### src/rtl/elbeth_fetch_unit.sv
// ELBETH instruction-fetch stage: PC, imem req/ack handshake, one-entry skid buffer, field split.
// Optional misaligned-branch trap is enabled with `define ELBETH_FETCH_MISALIGN_TRAP_EN.
module elbeth_fetch_unit #(
    parameter logic [31:0] RESET_PC = 32'h0000_0000,
    parameter logic [31:0] PC_STEP  = 32'd4
) (
    input  logic        clk,
    input  logic        rst,
    output logic [31:0] imem_addr,
    output logic        imem_req,
    input  logic        imem_ack,
    input  logic [31:0] imem_data,
    input  logic        id_stall,
    input  logic        ex_branch_taken,
    input  logic [31:0] ex_branch_target,
    output logic        if_valid,
    output logic [31:0] if_pc,
`ifdef ELBETH_FETCH_MISALIGN_TRAP_EN
    output logic        if_misaligned,
`endif
    output logic [6:0]  opcode,
    output logic [4:0]  inst_0,
    output logic [2:0]  inst_1,
    output logic [4:0]  inst_2,
    output logic [4:0]  inst_3,
    output logic [6:0]  inst_4
);

    typedef enum logic [2:0] {
        S_BOOT = 3'd0,
        S_REQ  = 3'd1,
        S_FULL = 3'd2,
        S_DROP = 3'd3,
        S_PARK = 3'd4
    } state_e;

    state_e      r_state;
    logic [31:0] r_pc;
    logic [31:0] r_redirect_pc;
    logic        r_valid;
    logic [31:0] r_if_pc;
    logic [31:0] r_word;
    logic [31:0] r_skid_word;
    logic [31:0] r_skid_pc;

    logic        w_slot_free;
    logic        w_hold;
    logic        w_mis_tgt;

`ifdef ELBETH_FETCH_MISALIGN_TRAP_EN
    logic        r_misaligned;
    logic        r_park_pending;

    // A parked trap is never consumed by ID; it stays until the next redirect.
    assign w_hold        = r_misaligned;
    assign w_mis_tgt     = (ex_branch_target[1:0] != 2'b00);
    assign if_misaligned = r_misaligned;
`else
    assign w_hold        = 1'b0;
    assign w_mis_tgt     = 1'b0;
`endif

    assign w_slot_free = (!r_valid || !id_stall) && !w_hold;

    // During S_DROP r_pc still holds the stale request address, so the
    // outstanding request keeps a stable address until its ack.
    assign imem_addr = r_pc;
    assign imem_req  = (r_state == S_REQ) || (r_state == S_DROP);

    assign if_valid = r_valid;
    assign if_pc    = r_if_pc;
    assign opcode   = r_word[6:0];
    assign inst_0   = r_word[11:7];
    assign inst_1   = r_word[14:12];
    assign inst_2   = r_word[19:15];
    assign inst_3   = r_word[24:20];
    assign inst_4   = r_word[31:25];

    always_ff @(posedge clk or posedge rst) begin
        if (rst) begin
            r_state        <= S_BOOT;
            r_pc           <= RESET_PC;
            r_redirect_pc  <= RESET_PC;
            r_valid        <= 1'b0;
            r_if_pc        <= 32'h0;
            r_word         <= 32'h0;
            r_skid_word    <= 32'h0;
            r_skid_pc      <= 32'h0;
`ifdef ELBETH_FETCH_MISALIGN_TRAP_EN
            r_misaligned   <= 1'b0;
            r_park_pending <= 1'b0;
`endif
        end else if (ex_branch_taken) begin
            r_valid     <= 1'b0;
            r_skid_word <= 32'h0;
            r_skid_pc   <= 32'h0;
            case (r_state)
                S_REQ: begin
                    if (imem_ack) begin
                        r_pc    <= ex_branch_target;
                        r_state <= S_REQ;
                    end else begin
                        r_redirect_pc <= ex_branch_target;
                        r_state       <= S_DROP;
                    end
                end
                S_DROP: r_redirect_pc <= ex_branch_target;
                default: begin
                    r_pc    <= ex_branch_target;
                    r_state <= S_REQ;
                end
            endcase
`ifdef ELBETH_FETCH_MISALIGN_TRAP_EN
            if (w_mis_tgt) begin
                r_valid      <= 1'b1;
                r_misaligned <= 1'b1;
                r_if_pc      <= ex_branch_target;
                r_word       <= 32'h0;
                if ((r_state == S_DROP) || ((r_state == S_REQ) && !imem_ack)) begin
                    r_state        <= S_DROP;
                    r_park_pending <= 1'b1;
                end else begin
                    r_state        <= S_PARK;
                    r_park_pending <= 1'b0;
                end
            end else begin
                r_misaligned   <= 1'b0;
                r_park_pending <= 1'b0;
            end
`endif
        end else begin
            // A free slot empties the output register unless something reloads it below.
            if (w_slot_free) begin
                r_valid <= 1'b0;
            end
            case (r_state)
                S_BOOT: r_state <= S_REQ;
                S_REQ: begin
                    if (imem_ack) begin
                        r_pc <= r_pc + PC_STEP;
                        if (w_slot_free) begin
                            r_valid <= 1'b1;
                            r_word  <= imem_data;
                            r_if_pc <= r_pc;
                        end else begin
                            r_skid_word <= imem_data;
                            r_skid_pc   <= r_pc;
                            r_state     <= S_FULL;
                        end
                    end
                end
                S_FULL: begin
                    if (w_slot_free) begin
                        r_valid     <= 1'b1;
                        r_word      <= r_skid_word;
                        r_if_pc     <= r_skid_pc;
                        r_skid_word <= 32'h0;
                        r_skid_pc   <= 32'h0;
                        r_state     <= S_REQ;
                    end
                end
                S_DROP: begin
                    if (imem_ack) begin
                        r_pc <= r_redirect_pc;
`ifdef ELBETH_FETCH_MISALIGN_TRAP_EN
                        r_state        <= r_park_pending ? S_PARK : S_REQ;
                        r_park_pending <= 1'b0;
`else
                        r_state <= S_REQ;
`endif
                    end
                end
                S_PARK: r_state <= S_PARK;
                default: r_state <= S_BOOT;
            endcase
        end
    end

endmodule

### config.mk
export PLATFORM = sky130hd
export DESIGN_NAME = elbeth_fetch_unit
export DESIGN_NICKNAME = d
export VERILOG_FILES = /design/src/rtl/elbeth_fetch_unit.sv
export SDC_FILE = /design/constraint.sdc
export NUM_CORES = 1
export LEC_CHECK = 0
export BUFFER_PORTS_ARGS = -buffer_cell sky130_fd_sc_hd__buf_4
export CORE_AREA = 2 2 133 135
export CTS_CLUSTER_DIAMETER = 100
export DETAILED_ROUTE_END_ITERATION = 16
export DIE_AREA = 0 0 135 137
export GPL_TIMING_DRIVEN = 0
export PLACE_DENSITY = 0.79
export SLEW_MARGIN = 15
export SYNTH_ARGS = -nofsm -noshare
export SYNTH_HDL_FRONTEND = slang
export SYNTH_SLANG_ARGS = --single-unit
### constraint.sdc
create_clock -name clk -period 7.6 [get_ports clk]
set_input_delay 0.38 -clock clk [delete_from_list [all_inputs] [get_ports clk]]
set_output_delay 0.38 -clock clk [all_outputs]
set_load 0.02 [all_outputs]
======== Yosys cells after proc, flatten, opt, wreduce, memory -nomap -nowiden ========
Index checks and enable logic that the tools add are counted.
operators by class
  add/sub/neg operators ................... 1
  equal/unequal tests ..................... 13
  muxes and demuxes ....................... 38
  bitwise logic cells ..................... 1
  reduce and logical (&&, ||, !) cells .... 14
operator list
  cell                     count
  $mux W32                 18
  $pmux W32 S2             7
  $add A32 B3 Y32 const B  1
  $mux W3                  5
  $pmux W3 S5              1
  $ne A2 B2 Y1 const B     6
  $reduce_and A5 Y1        2
  $ne A3 B3 Y1 const B     3
  $reduce_and A4 Y1        2
  $eq A3 B2 Y1 const B     2
  $pmux W3 S2              1
  $reduce_bool A3 Y1       2
  $mux W1                  4
  $reduce_bool A2 Y1       2
  $eq A3 B1 Y1 const B     1
  $eq A3 B3 Y1 const B     1
  $logic_not A3 Y1         1
  $reduce_and A3 Y1        1
  $logic_not A1 Y1         2
  $logic_or A1 B1 Y1       2
  $mux W2                  1
  $pmux W1 S2              1
  $not A1 Y1               1
storage, ports and cells
  flip-flop bits (word level) ............. 196
  input bits .............................. 69
  logic and storage cells ................. 75

======== Longest topological paths before layout ========
  depth after elaboration ................. 7
  depth in mapped cells ................... 9

======== Least setup slack after synthesis ========
Ideal clock, no wire load.
  path kind ............................... flip-flop to flip-flop
  start point ............................. reg r_pc[5], in the netlist imem_addr[5]
  end point ............................... reg r_pc[19], in the netlist imem_addr[19]
  library setup time ...................... 118 ps
  arrival ................................. 1771 ps
  data required time ...................... 7482 ps
  slack ................................... 5711 ps
  stages on the path, launching flop included .. 7
  path buffers ............................ 1
  clock period less this slack ............ 1889 ps
  path through ............................ dfrtp_1 -> buf_2 -> nand4_2 -> nor4_4 -> a31oi_1 -> o31a_1 -> a21o_1
between the ends
  word-level cells in the longest chain between the ends .. 4
RTL lines
  item                    RTL line  text
  from (decl)             38        logic [31:0] r_pc;
  from (signal assigned)  100       r_pc <= ex_branch_target;
  from (signal assigned)  109       r_pc <= ex_branch_target;
  from (signal assigned)  140       r_pc <= r_pc + PC_STEP;
  $add A32 B3 Y32         140
  $mux W32                139       if (imem_ack) begin
  $pmux W32 S2            136       case (r_state)
  $mux W32                93        end else if (ex_branch_taken) begin
Every way passes these cells. The select of a mux whose other input is x is not followed.
A chain may end at the register's enable or synchronous reset.

======== Worst setup path after layout ========
  start point ............................. reg r_pc[2], in the netlist imem_addr[2]
  end point ............................... reg r_pc[24], in the netlist imem_addr[24]
The elaborated chain is that of the path after synthesis.

==> qor.yml <==
outcome:
  status: "completed"
sta:
  relSlewSlack_pct: 39.7
  tns_ns: 0
  slew_viol_final: 0
  finalHoldViolations: 0
  rsz0062_at_grt: "no"
  fin_ws_ns: 5.26
  fmax_mhz: 428
  finClkSkew_ns: 0.0119
  tightestPinTransition_ns: 0.901
  post-route-period-util_pct: 30.8
  period_needed_ns: 2.34
  setup_viol: 0
pwr:
  irDropWorstVdd_mv: 0.176
  p_leak_nw: 5.10
  powerDensity_nw_per_um2: 292
synth:
  yosys_register_bits: 196
  synthesis.area_um2: 9390
  yosys-top-cells-area: "dfrtp_1, nand2_1, mux2i_1, o21ai_0, a21oi_1"
  synth-seq-area-share_pct: 52.3
  yosys_warnings: 0
  syn_avg_cell_area_um2: 9.61
  synth_top_area_share_pct: 52.3
  yosys_most_used_dff: "dfrtp_1"
  async_flop_share_pct: 100
  ys_types: 61
  synth-edff-count: 0
  synthCells: 977
  synth_top_cell_by_area: "dfrtp_1"
  syn-num-nets: 1047
cells_and_area:
  finalNetCount: 1232
  fillers: 1344
  regArea_um2: 4900
  antenna_cells: 0
  post-route-util_pct: 67.9
  multi_input_area_um2: 4040
  layout-drive-gt1-share_pct: 24.7
  areaGrowthSynthToFinish_pct: 23.5
grt:
  grt_antenna_before_repair: 0
  grt_pass1_wl_mm: 40.9
  grt_overflow: 0
  grt_pass1_vias: 7613
  grtUsageTotal_pct: 28.4
  grt_max_degree: 102
clock_tree:
  cts.sinks: 196
  cts_setup_buffers: 0
  ctsResizeCount: 0
  cts-root-buf: "clkbuf_16"
  cts_made_buffers: 17
  insertion_delay_ns: 0.44
  path_clk_slew_ns: 0.07
  htree_levels: 4
  hold_buffers: 0
  cts_tree: "done"
  cts_buffer_depth: 2
setup_path:
  slowest_delay_ns: 0.61
  critical_path_arrival_ns: 2.65
  r2r_end: "imem_addr[24]"
  critPathTopFamily: "simple AND/OR/NAND/NOR gates"
  worstPathMaxFanout: 9
  crit_end: "imem_addr[24]"
  startpoint: "imem_addr[2]"
  cp_num_cells: 6
  crit_chain: "ha_1 > nand3_1 > nor3_1 > nand3_1 > a221oi_1 > nor3_1"
  critPathKind: "register to register"
  worst-path-buf-inv: 0
  cp.required_ns: 7.92
  crit_path_top_delay_cell: "nor3_1"
  r2r_setup_slack_ns: 5.26
  end_kind: "register"
  crit_path_start_kind: "register"
  timing.rr.start: "imem_addr[2]"
  rr_worst_depth: 6
drt:
  dr.pass1.iters: 5
  routed_wl_mm: 25.6
  viasPerCell: 5.78
  wl_per_cell_um: 18.3
  drt_iter0_drc: 608
  vias: 8098
  antenna_left: 0
  drcViolationCount: 0
floorplanning:
  ios: 167
  start_util_pct: 55.0
  die_area_um2: 18500
  core_area_um2: 17100
  die_w_um: 135
  dieHeight_um: 137
  rows: 48
placed_design:
  hpwl_mm: 18.0
  finalWeightedCongestion: 0.965
  place_ws_ns: 5.32
  port_buffers: 165
run:
  maxCapViolCount: 0
hold_path:
  min_path_type: "input port to async pin"
## routing by layer
metal | up-vias | GRT usage, % | wire length [um]
met5 | - | 0 | 0
met4 | 0 | 9.78 | 654
met3 | 51 | 4.52 | 1920
met2 | 370 | 45.3 | 12000
met1 | 3905 | 39.9 | 11000
li1 | 3772 | - | -
## worst min-delay path by stage
stage / startpoint / endpoint / slack (ns) / depth (start not counted)
global placement: r_skid_pc[21] / r_skid_pc[21] / 0.46 / 2
global route: rst / r_skid_word[19] / 0.1 / 2
floorplan: r_skid_pc[0] / r_skid_pc[0] / 0.45 / 2
CTS: rst / r_skid_word[20] / 0.08 / 2
finish: rst / r_skid_word[19] / 0.04 / 2
detailed placement: r_skid_pc[15] / r_skid_pc[15] / 0.47 / 2
## placed cells by master (no fill, tap or decap), drive strengths merged, types with 10 or more instances in the layout
| cell | n |
|---|---|
| nor2 | 101 |
| mux2 | 36 |
| dfrtp | 196 |
| and3 | 15 |
| nand3 | 12 |
| mux2i | 63 |
| inv | 16 |
| clkbuf | 47 |
| buf | 212 |
| a31oi | 11 |
| nand2 | 173 |
| nand4 | 10 |
| a21oi | 95 |
| o21ai | 98 |
## synthesized netlist by cell type (11+ instances only)
cell type and count:
a21oi_1 95, clkbuf_1 28, and3_1 15, nand2_1 173
dfrtp_1 196, mux2i_1 62, nor2_1 99, nand3_1 12
mux2_2 35, a31oi_1 11, buf_2 32, inv_1 12
o21ai_0 96
## stage by stage
stage	instance area [um^2]	hold slack [ns]	cells	total power, W
after floorplan	9390	0.450	977	0.00197
after global placement	10900	0.461	1367	0.00238
after detailed placement	10900	0.470	1368	0.00241
after CTS	11600	0.0804	1400	0.00338
after global routing	11600	0.0966	1400	0.00355
final	11600	0.0380	1400	0.00338
## kinds of logic (layout without fill, tap and decap cells)
| group | Yosys count | in the layout | synth area share [%] |
|---|---|---|---|
| DFF | 196 | 196 | 52.3 |
| adders and majority gates | 1 | 1 | 0.133 |
| AOI/OAI and AO/OA | 250 | 250 | 15.4 |
| buffers and inverters | 86 | 284 | 4.67 |
| xor gates and xnor gates | 7 | 7 | 0.653 |
| muxes | 99 | 99 | 11.1 |
| and+or+nand+nor | 338 | 338 | 15.8 |
## flip-flops by register name, indices dropped and copies added, names as in the netlist
register       count
r_word            32
imem_addr         32
r_redirect_pc     32
r_state            3
r_skid_pc         32
r_skid_word       32
if_pc             32
if_valid           1
## layout make-up
| cell class | instances | share of cell area, % |
|---|---|---|
| clock inverters | 13 | 1.67 |
| flip-flops and latches | 196 | 42.3 |
| repair buffers | 166 | 10.9 |
| well taps | 225 | 2.43 |
| plain buffers | 74 | 3.39 |
| inverters | 12 | 0.454 |
| clock buffers | 19 | 3.91 |
| multi-input cells | 695 | 34.9 |
## power breakdown
| group | total (W) | internal, W | switching (W) |
|---|---|---|---|
| Combinational | 0.000964 | 0.000404 | 0.000560 |
| Sequential | 0.00144 | 0.00126 | 0.000180 |
| Clock | 0.000979 | 0.000574 | 0.000405 |
| Total | 0.00338 | 0.00224 | 0.00114 |
(Power assumes the default switching activity.)
